**config.mk**
```make
export PLATFORM = sky130hd
export DESIGN_NAME = booth_recoder_seq
export DESIGN_NICKNAME = d
export VERILOG_FILES = /design/src/rtl/booth_recoder_seq.sv
export SDC_FILE = /design/constraint.sdc
export NUM_CORES = 1
export LEC_CHECK = 0
export BUFFER_PORTS_ARGS = -buffer_cell sky130_fd_sc_hd__buf_4
export CORE_UTILIZATION = 61
export CTS_BUF_LIST = sky130_fd_sc_hd__clkbuf_2 sky130_fd_sc_hd__clkbuf_4 sky130_fd_sc_hd__clkbuf_8
export DETAILED_ROUTE_END_ITERATION = 7
export PLACE_DENSITY = 0.88
export SYNTH_ARGS = -nofsm -noshare
export SYNTH_HDL_FRONTEND = slang
export SYNTH_SLANG_ARGS = --single-unit
```
**constraint.sdc**
```tcl
create_clock -name clk -period 3.8 [get_ports clk]
set_clock_uncertainty 0.2 [all_clocks]
set_input_delay 0.76 -clock clk [delete_from_list [all_inputs] [get_ports clk]]
set_output_delay 0.76 -clock clk [all_outputs]
set_load 0.01 [all_outputs]
```
**src/rtl/booth_recoder_seq.sv**
```systemverilog
// Sequential radix-4 modified-Booth recoder and accumulator controller for an OP_W x OP_W unsigned multiply.
// Define BOOTH_ABORT_EN to let abort in LOAD/RUN restart the pass on the captured operands.
module booth_recoder_seq #(
  parameter int OP_W = 8,
  parameter int MD_W = OP_W + 3,
  parameter int NDIG = (OP_W + 2) / 2
) (
  input  logic            clk,
  input  logic            rst,
  input  logic            start,
  input  logic [OP_W-1:0] mcand,
  input  logic [OP_W-1:0] mplier,
  input  logic            abort,
  output logic [MD_W-1:0] md,
  output logic            cla_sub,
  output logic            load,
  output logic            busy,
  output logic            done
);

  localparam int CNT_W = (NDIG > 1) ? $clog2(NDIG) : 1;
  localparam logic [CNT_W-1:0] CNT_LAST = CNT_W'(NDIG - 1);

  typedef enum logic [1:0] {
    IDLE = 2'd0,
    LOAD = 2'd1,
    RUN  = 2'd2,
    DONE = 2'd3
  } state_t;

  state_t            state_q, state_d;
  logic [CNT_W-1:0]  cnt_q, cnt_d;
  logic [OP_W-1:0]   m_q, m_d;
  logic [MD_W-1:0]   b_q, b_d;

  logic [2:0]        trip;
  logic [MD_W-1:0]   mag1;
  logic [MD_W-1:0]   mag2;

  always_ff @(posedge clk or posedge rst) begin
    if (rst) begin
      state_q <= IDLE;
      cnt_q   <= '0;
      m_q     <= '0;
      b_q     <= '0;
    end else begin
      state_q <= state_d;
      cnt_q   <= cnt_d;
      m_q     <= m_d;
      b_q     <= b_d;
    end
  end

  // B keeps a zero below the LSB so digit i is simply B[2i+2:2i]; B is never shifted so an abort can replay it.
  assign trip = 3'(b_q >> {cnt_q, 1'b0});
  assign mag1 = MD_W'(m_q);
  assign mag2 = MD_W'({m_q, 1'b0});

  always_comb begin
    state_d = state_q;
    cnt_d   = cnt_q;
    m_d     = m_q;
    b_d     = b_q;
    case (state_q)
      IDLE: begin
        if (start) begin
          m_d     = mcand;
          b_d     = {2'b00, mplier, 1'b0};
          state_d = LOAD;
        end
      end
      LOAD: begin
        cnt_d   = '0;
        state_d = RUN;
      end
      RUN: begin
        cnt_d = cnt_q + 1'b1;
        if (cnt_q == CNT_LAST) state_d = DONE;
      end
      DONE:    state_d = IDLE;
      default: state_d = IDLE;
    endcase
`ifdef BOOTH_ABORT_EN
    if (abort && (state_q == LOAD || state_q == RUN)) begin
      cnt_d   = '0;
      state_d = LOAD;
    end
`endif
  end

`ifndef BOOTH_ABORT_EN
  logic abort_unused;
  assign abort_unused = abort;
`endif

  always_comb begin
    md      = '0;
    cla_sub = 1'b0;
    load    = 1'b0;
    busy    = 1'b0;
    done    = 1'b0;
    case (state_q)
      LOAD: begin
        load = 1'b1;
        busy = 1'b1;
      end
      RUN: begin
        busy = 1'b1;
        // Negative multiples go out ones-complemented; cla_sub supplies the +1.
        case (trip)
          3'b001, 3'b010: md = mag1;
          3'b011:         md = mag2;
          3'b100: begin
            md      = ~mag2;
            cla_sub = 1'b1;
          end
          3'b101, 3'b110: begin
            md      = ~mag1;
            cla_sub = 1'b1;
          end
          default: md = '0;
        endcase
      end
      DONE:    done = 1'b1;
      default: ;
    endcase
  end

endmodule

```
# Word level (Yosys, flattened, before mapping)
# Cells that the tools add are included.
word_totals:
  output_inout_bits: 15
  regBits: 21
classes:
  mux: 11
  n_reduce_logical: 8
  add_sub_neg: 1
  n_eq_ne: 12
  bitwise: 2
  shifts: 1
ops:
  columns: ["operator", "count"]
  rows:
  - ["$pmux W11 S4", 1]
  - ["$eq A3 B3 Y1 const B", 4]
  - ["$mux W11", 1]
  - ["$not A8 Y11", 1]
  - ["$not A9 Y11", 1]
  - ["$shr A9 B4 Y3", 1]
  - ["$pmux W2 S4", 1]
  - ["$eq A3 B2 Y1 const B", 2]
  - ["$pmux W3 S2", 1]
  - ["$reduce_or A2 Y1", 3]
  - ["$mux W1", 5]
  - ["$eq A2 B2 Y1 const B", 2]
  - ["$mux W2", 2]
  - ["$ne A2 B2 Y1 const B", 2]
  - ["$reduce_and A2 Y1", 2]
  - ["$add A3 B1 Y3 const B", 1]
  - ["$eq A3 B1 Y1 const B", 1]
  - ["$reduce_or A3 Y1", 1]
  - ["$eq A2 B1 Y1 const B", 1]
  - ["$logic_not A2 Y1", 1]
  - ["$reduce_bool A2 Y1", 1]

# Longest topological paths before layout
# Gate-level depths: netlist of the first run.
logic_depth:
  ltp_word: 5
  depth_mapped: 8

# Worst setup path before layout of the first run
# Ideal clock, no wire load.
synth_path:
  kind: "reg-to-output"
  start: "reg cnt_q[0]"
  end: "out md[0]"
  path_slack_ns: 1.023
  t_arrival_ns: 1.817
  stages_incl_launch_ff: 6
  cell_sequence: "dfrtp_1 buf_6 mux4_2 nor3_1 nor2_1 nor4_1"
synth_via:
  elab_chain_len: 5
synth_rtl:
  columns: ["element", "line", "rtl"]
  rows:
  - ["start, declared", "32", "logic [CNT_W-1:0] cnt_q, cnt_d;"]
  - ["start signal, assigned", "48", "cnt_q <= cnt_d;"]
  - ["$shr A9 B4 Y3 (*)", "55", "assign trip = 3'(b_q >> {cnt_q, 1'b0});"]
  - ["$eq A3 B3 Y1, or another cell as far along", "110", "case (trip)"]
  - ["$reduce_or A2 Y1", "110", null]
  - ["$pmux W11 S4 (*)", "110", null]
  - ["$mux W11 (*)", "102", "case (state_q)"]
  - ["end, declared", "14", "output logic [MD_W-1:0] md,"]
# Mark *: on every way between the ends. The rest lies on a longest branch, timed or not.

# Worst setup path after layout of the first run
layout_path:
  start: "reg cnt_q[0]"
  end: "out md[1]"
# The elaborated chain is that of the path after synthesis.

==> flow_summary.toml, run 1 <==
[timing]
worst_pin_slew_ns = 0.826
finalCritPeriodShare_pct = 94.2
timing.fmax_mhz = 279
slew_violations = 0
holdWs_ns = 0.382
final-hold-violation-count = 0
finalSetupTns_ns = 0
rsz0062_at_grt = "no"
worst_slew_margin_rel_pct = 44.9
setup_viol = 0
min_period_ns = 3.58

[clock_network]
cts_root_buf = "clkbuf_4"
numCtsBuffers = 3
clk_latency_ns = 0.32
tritoncts = "done"
clkTransAtPathRegs_ns = 0.12
clkSinkCount = 21
max-clock-path-buffers = 2
cts_max_level = 1
hold_buffers = 0

[critical_path]
critPathMaxFanout = 17
arrival_ns = 2.62
crit_path_start_kind = "flop"
worst-path-buf-inv = 1
cpPeakStageDelay_ns = 0.63
end_kind = "output pin"
required_ns = 2.84
crit_chain = "mux4_2 > nor2b_1 > nand3_1 > a21oi_1 > o21a_1 > buf_4"
path_depth = 6
slowest_stage = "mux4_2"
rr_worst_depth = 4
worstSetupPathType = "reg2out"
cpLargestDelayFamily = "multiplexers"

[finish]
syn_to_final_growth_pct = 16.8
fin_area_um2 = 1890
nets = 229
utilization_pct = 75.7
final_common_cell = "buf_4"
fill_cells = 186
n_antenna_cell = 0
final_layout_size_suffix_gt1_share_pct = 31.8
final_cell_mix = "buf_4, dfrtp_1, mux2_2"
register_area_um2 = 527
multiInputGateArea_um2 = 1030

[worst_hold_path]
hold_path_class = "reg2reg"
worstHoldPathCells = 1

[routing]
first_pass_iters = 4
wl_per_cell_um = 16.5
drt.antenna.violating_nets = 0
drt_wl_total_um = 3810
viasPerCell = 6.16
vias = 1424
drt_iter0_markers = 33
post-route-drc-count = 0

[synthesis]
syn_inst = 174
synth_nets = 201
seq_area_frac_synth_pct = 32.5
synth.avg_cell_area_um2 = 9.30
yosysUniqueCellTypes = 40
yosys_warnings = 0
syn_area_um2 = 1620
ys_ff_latch = 21

[place]
post_dp_cell_area_um2 = 1850
place_congestion = 0.875
hpwl_um = 2720
io_buffer_count = 33

[global_routing]
grt_max_degree = 22
grt_pass1_wl_um = 5980
grt.overflow.total = 0
antenna_found_initial = 0
grt_pass1_vias = 1322
grt_usage_pct = 29.2

[floorplanning]
top_level_ports = 35
core_area_um2 = 2500
die_y_um = 53.5
start_util_pct = 64.8
die_x_um = 53.5
num_rows = 18
fp.dieArea_um2 = 2860

[pwr]
power.density_nw_per_um2 = 955
vdd_drop_max_v = 0.000635
p_leak_nw = 0.812

[flow_run]
drv_cap = 0

[run_status]
status = "finished clean"
==> logic make-up (layout without fill, tap and decap cells) <==
group                      Yosys count  count (layout)  synth area share (%)
DFF                                 21              21                  32.5
muxes                               23              23                  17.2
AOI/OAI and AO/OA                   47              47                  18.5
and+or+nand+nor                     50              50                  16.8
adders and majority gates            7               7                  5.41
buffers and inverters               17              44                  4.79
xor gates and xnor gates             9               9                  4.87
==> power by group <==
group / leakage [nW] / internal (mW) / switching, mW / total (mW)
Sequential: 0.252 / 0.331 / 0.168 / 0.500
Combinational: 0.542 / 0.575 / 0.616 / 1.19
Clock: 0.0177 / 0.0395 / 0.0765 / 0.116
Total: 0.812 / 0.946 / 0.860 / 1.81
==> registers in the layout, summed over array words and instances, names as in the netlist <==
signal / flops
state_q: 2
b_q: 8
cnt_q: 3
m_q: 8
==> per-layer routing <==
metal,vias up,part of all wire [%],track usage [%]
li1,683,-,-
met1,687,44,35.7
met2,50,51,47.5
met3,4,4.4,8.91
met4,0,0.76,11.8
met5,-,0,0
==> worst reg2reg max path: cells and delay by family, from the launching register on <==
kind,cells,cell delay (ns)
buffers and inverters,1,0.10
multiplexers,1,0.43
adder cells (fa/ha/maj),1,0.22
flip-flops,1,0.42
AND/OR/NAND/NOR,1,0.49
==> per-stage QoR <==
| step | total power [mW] | setup WS [ns] | cells |
|---|---|---|---|
| 6_report | 1.81 | 0.219 | 231 |
| 5_1_grt | 1.95 | 0.0268 | 231 |
| 4_1_cts | 1.78 | 0.0489 | 231 |
| 3_5_place_dp | 1.66 | 0.172 | 227 |
| 3_3_place_gp | 1.58 | 0.350 | 227 |
| 2_1_floorplan | 1.35 | 1.02 | 174 |
==> Yosys cell counts, drive strengths merged <==
cell,n,area (um2)
nand2b,3,26.3
mux2i,3,30.0
o32ai,1,8.76
a211oi,2,15.0
mux2,18,203
inv,7,26.3
nor3b,1,7.51
clkbuf,6,22.5
nor2b,2,12.5
a211o,1,8.76
nand3b,2,15.0
xnor2,8,70.1
a21boi,1,7.51
and3b,1,8.76
o32a,1,10.0
a311oi,1,8.76
or2,1,6.26
or3,7,43.8
and2,1,6.26
nand3,10,50.1
xor2,1,8.76
nand2,9,33.8
a21oi,18,90.1
a31oi,1,6.26
nor2,7,26.3
mux4,2,45.0
o31ai,1,12.5
and3,3,18.8
ha,7,87.6
o22ai,3,25.0
o21ai,8,40.0
dfrtp,21,526
nor4,1,6.26
nor3,2,10.0
buf,4,28.8
o21a,9,67.6
==> final cells by class <==
class	instances	share of cell area, %
clock inverters	1	0.265
repair buffers	33	13.1
flip-flops and latches	21	27.8
inverters	7	1.39
multi-input cells	136	54.2
clock buffers	3	1.19
well taps	30	1.98
==> worst paths after layout <==
check / startpoint / end / slack [ns]
setup reg to reg: state_q[0]$_DFFE_PP0P_ / m_q[7]$_DFFE_PP0P_ / 1.84
hold reg to reg: b_q[1]$_DFFE_PP0P_ / b_q[1]$_DFFE_PP0P_ / 0.38
min in group asynchronous: rst / m_q[4]$_DFFE_PP0P_ / 0.39
setup / recovery: cnt_q[0]$_DFFE_PP0P_ / md[1] / 0.22
max in group asynchronous: rst / cnt_q[0]$_DFFE_PP0P_ / 2.45
hold / removal: b_q[1]$_DFFE_PP0P_ / b_q[1]$_DFFE_PP0P_ / 0.38
==> timing repair <==
item	CTS	global route
endpoints found under the hold margin	0	0
endpoints found under the setup margin	8	9
gates resized for setup	1	2
buffers inserted	0	0
Note: power is estimated with default switching activity, not from simulation.
==> inputs of run 2 (changes only) <==
--- a/config.mk
+++ b/config.mk
@@ -6,10 +6,11 @@
 export NUM_CORES = 1
 export LEC_CHECK = 0
 export BUFFER_PORTS_ARGS = -buffer_cell sky130_fd_sc_hd__buf_4
-export CORE_UTILIZATION = 61
+export CORE_UTILIZATION = 56
 export CTS_BUF_LIST = sky130_fd_sc_hd__clkbuf_2 sky130_fd_sc_hd__clkbuf_4 sky130_fd_sc_hd__clkbuf_8
+export CTS_CLUSTER_DIAMETER = 80
 export DETAILED_ROUTE_END_ITERATION = 7
-export PLACE_DENSITY = 0.88
+export PLACE_DENSITY = 0.82
 export SYNTH_ARGS = -nofsm -noshare
 export SYNTH_HDL_FRONTEND = slang
 export SYNTH_SLANG_ARGS = --single-unit
==> constraint.sdc (replaced) <==
create_clock -name clk -period 3.45 [get_ports clk]
set_clock_uncertainty 0.2 [all_clocks]
set_input_delay 0.69 -clock clk [delete_from_list [all_inputs] [get_ports clk]]
set_output_delay 0.69 -clock clk [all_outputs]
set_load 0.01 [all_outputs]
==> run 2 against run 1 <==
Combinational power grew 13%. Count of clock-buffer cells in the layout unchanged. Largest power group unchanged. Global-route usage is 2.7 points lower. Clock power rose by 7%. Non-clock buffer count rose by 5. Worst setup slack got worse by 0.090 ns. Via count grew 2.4%. Register-to-register slack worse by 0.36 ns. Final area up 1.8%. Core utilization down 5.8 points. Wire length up 1.4%. Critical endpoint is now md[0].
==> flow_summary.toml, run 2 (same netlist as run 1, synthesis figures left out) <==
[routing]
vias = 1458
drt.antenna.violating_nets = 0
post-route-drc-count = 0
viasPerCell = 6.15
drt_wl_total_um = 3870
first_pass_iters = 4
drt_iter0_markers = 109
wl_per_cell_um = 16.3

[clock_network]
hold_buffers = 0
cts_root_buf = "clkbuf_4"
cts_max_level = 1
clk_latency_ns = 0.31
clkTransAtPathRegs_ns = 0.13
max-clock-path-buffers = 2
tritoncts = "done"
numCtsBuffers = 3
clkSinkCount = 21

[place]
hpwl_um = 2870
place_congestion = 0.852
io_buffer_count = 33
post_dp_cell_area_um2 = 1880

[worst_hold_path]
hold_path_class = "in2async"

[pwr]
p_total_mw = 2.01
power.density_nw_per_um2 = 1040
vdd_drop_max_v = 0.000687
p_leak_nw = 0.836

[critical_path]
worst-path-buf-inv = 2
cpLargestDelayFamily = "simple AND/OR/NAND/NOR gates"
crit_path_start_kind = "flop"
crit_chain = "buf_4 > mux2i_1 > nor2_1 > nor3_1 > nor2_1 > nor4_1 > buf_4"
worstSetupPathType = "reg2out"
regToRegSetupSlack_ns = 1.48
cpPeakStageDelay_ns = 0.46
arrival_ns = 2.43
slowest_stage = "dfrtp_2"
end_kind = "output pin"
critPathMaxFanout = 8
required_ns = 2.56

[run_status]
status = "finished clean"

[timing]
finalSetupTns_ns = 0
worst_slew_margin_rel_pct = 45.7
worst_pin_slew_ns = 0.814
holdWs_ns = 0.309
setup_viol = 0
slew_violations = 0
finalCritPeriodShare_pct = 96.3
timing.fmax_mhz = 301
rsz0062_at_grt = "no"
min_period_ns = 3.32
final-hold-violation-count = 0

[floorplanning]
fp.dieArea_um2 = 3110
num_rows = 19
core_area_um2 = 2760
die_x_um = 55.8
start_util_pct = 58.7
die_y_um = 55.8
top_level_ports = 35

[finish]
register_area_um2 = 528
fill_cells = 238
multiInputGateArea_um2 = 1020
fin_area_um2 = 1930
syn_to_final_growth_pct = 18.9
n_antenna_cell = 0
nets = 234
final_common_cell = "buf_4"
final_cell_mix = "buf_4, dfrtp_1, mux2_2"
final_layout_size_suffix_gt1_share_pct = 33.5
reg_top3 = "b_q x8, m_q x8, cnt_q x3"

[global_routing]
grt_pass1_vias = 1419
grt_usage_pct = 26.5
antenna_found_initial = 0
grt_pass1_wl_um = 6550
grt.overflow.total = 0
grt_max_degree = 22

[flow_run]
drv_cap = 0
==> run 2: path summary, 6_finish.rpt <==
path | start | end | cells after the start
worst max-delay path | cnt_q[0]$_DFFE_PP0P_ | md[0] | 7
worst max register to register | state_q[0]$_DFFE_PP0P_ | b_q[5]$_DFFE_PP0P_ | 4
max in group asynchronous | rst | cnt_q[2]$_DFFE_PP0P_ | 2
worst min register to register | b_q[1]$_DFFE_PP0P_ | b_q[1]$_DFFE_PP0P_ | 1
min in group clk | b_q[1]$_DFFE_PP0P_ | b_q[1]$_DFFE_PP0P_ | 1
worst min-delay path | rst | b_q[6]$_DFFE_PP0P_ | 2
==> run 2: area by class of cell <==
class | count | share of cell area (%)
multi-input cells | 136 | 53.0
flip-flops and latches | 21 | 27.4
repair buffers | 38 | 14.8
well taps | 31 | 2.01
inverters | 7 | 1.36
clock buffers | 3 | 1.17
clock inverters | 1 | 0.260
==> run 2: stage by stage <==
| step | worst slack (ns) | utilization, % | instances |
|---|---|---|---|
| 2_1_floorplan | 0.743 | - | 174 |
| 3_3_place_gp | 0.415 | 68.1 | 231 |
| 3_5_place_dp | 0.316 | 68.1 | 231 |
| 4_1_cts | 0.0425 | 69.1 | 235 |
| 5_1_grt | 0.000439 | 69.8 | 237 |
| 6_report | 0.129 | 69.8 | 237 |
==> run 2: worst register-to-register path: cells and delay by family (launching register included) <==
family	cells	cell delay, ns
AND/OR/NAND/NOR	1	0.50
buffers and inverters	1	0.10
adder cells (fa/ha/maj)	1	0.22
multiplexers	1	0.43
flip-flops	1	0.42
==> run 2: per-layer routing <==
metal  vias up  global-route usage (%)  wire [um]
li1        699                       -          -
met1       710                    32.5       1570
met2        42                    47.0       2070
met3         7                    3.49        159
met4         0                    10.4         72
met5         -                       0          0
==> run 2: timing repair <==
action                                  4_1_cts  5_1_grt
gates resized for setup                       1        2
endpoints found under the setup margin        4        8
buffers inserted                              0        2
==> run 2: power breakdown <==
group,leakage (nW),switching [mW],total [mW],internal [mW]
Sequential,0.251,0.180,0.545,0.365
Combinational,0.567,0.680,1.34,0.661
Clock,0.0177,0.0806,0.124,0.0435
Total,0.836,0.941,2.01,1.07
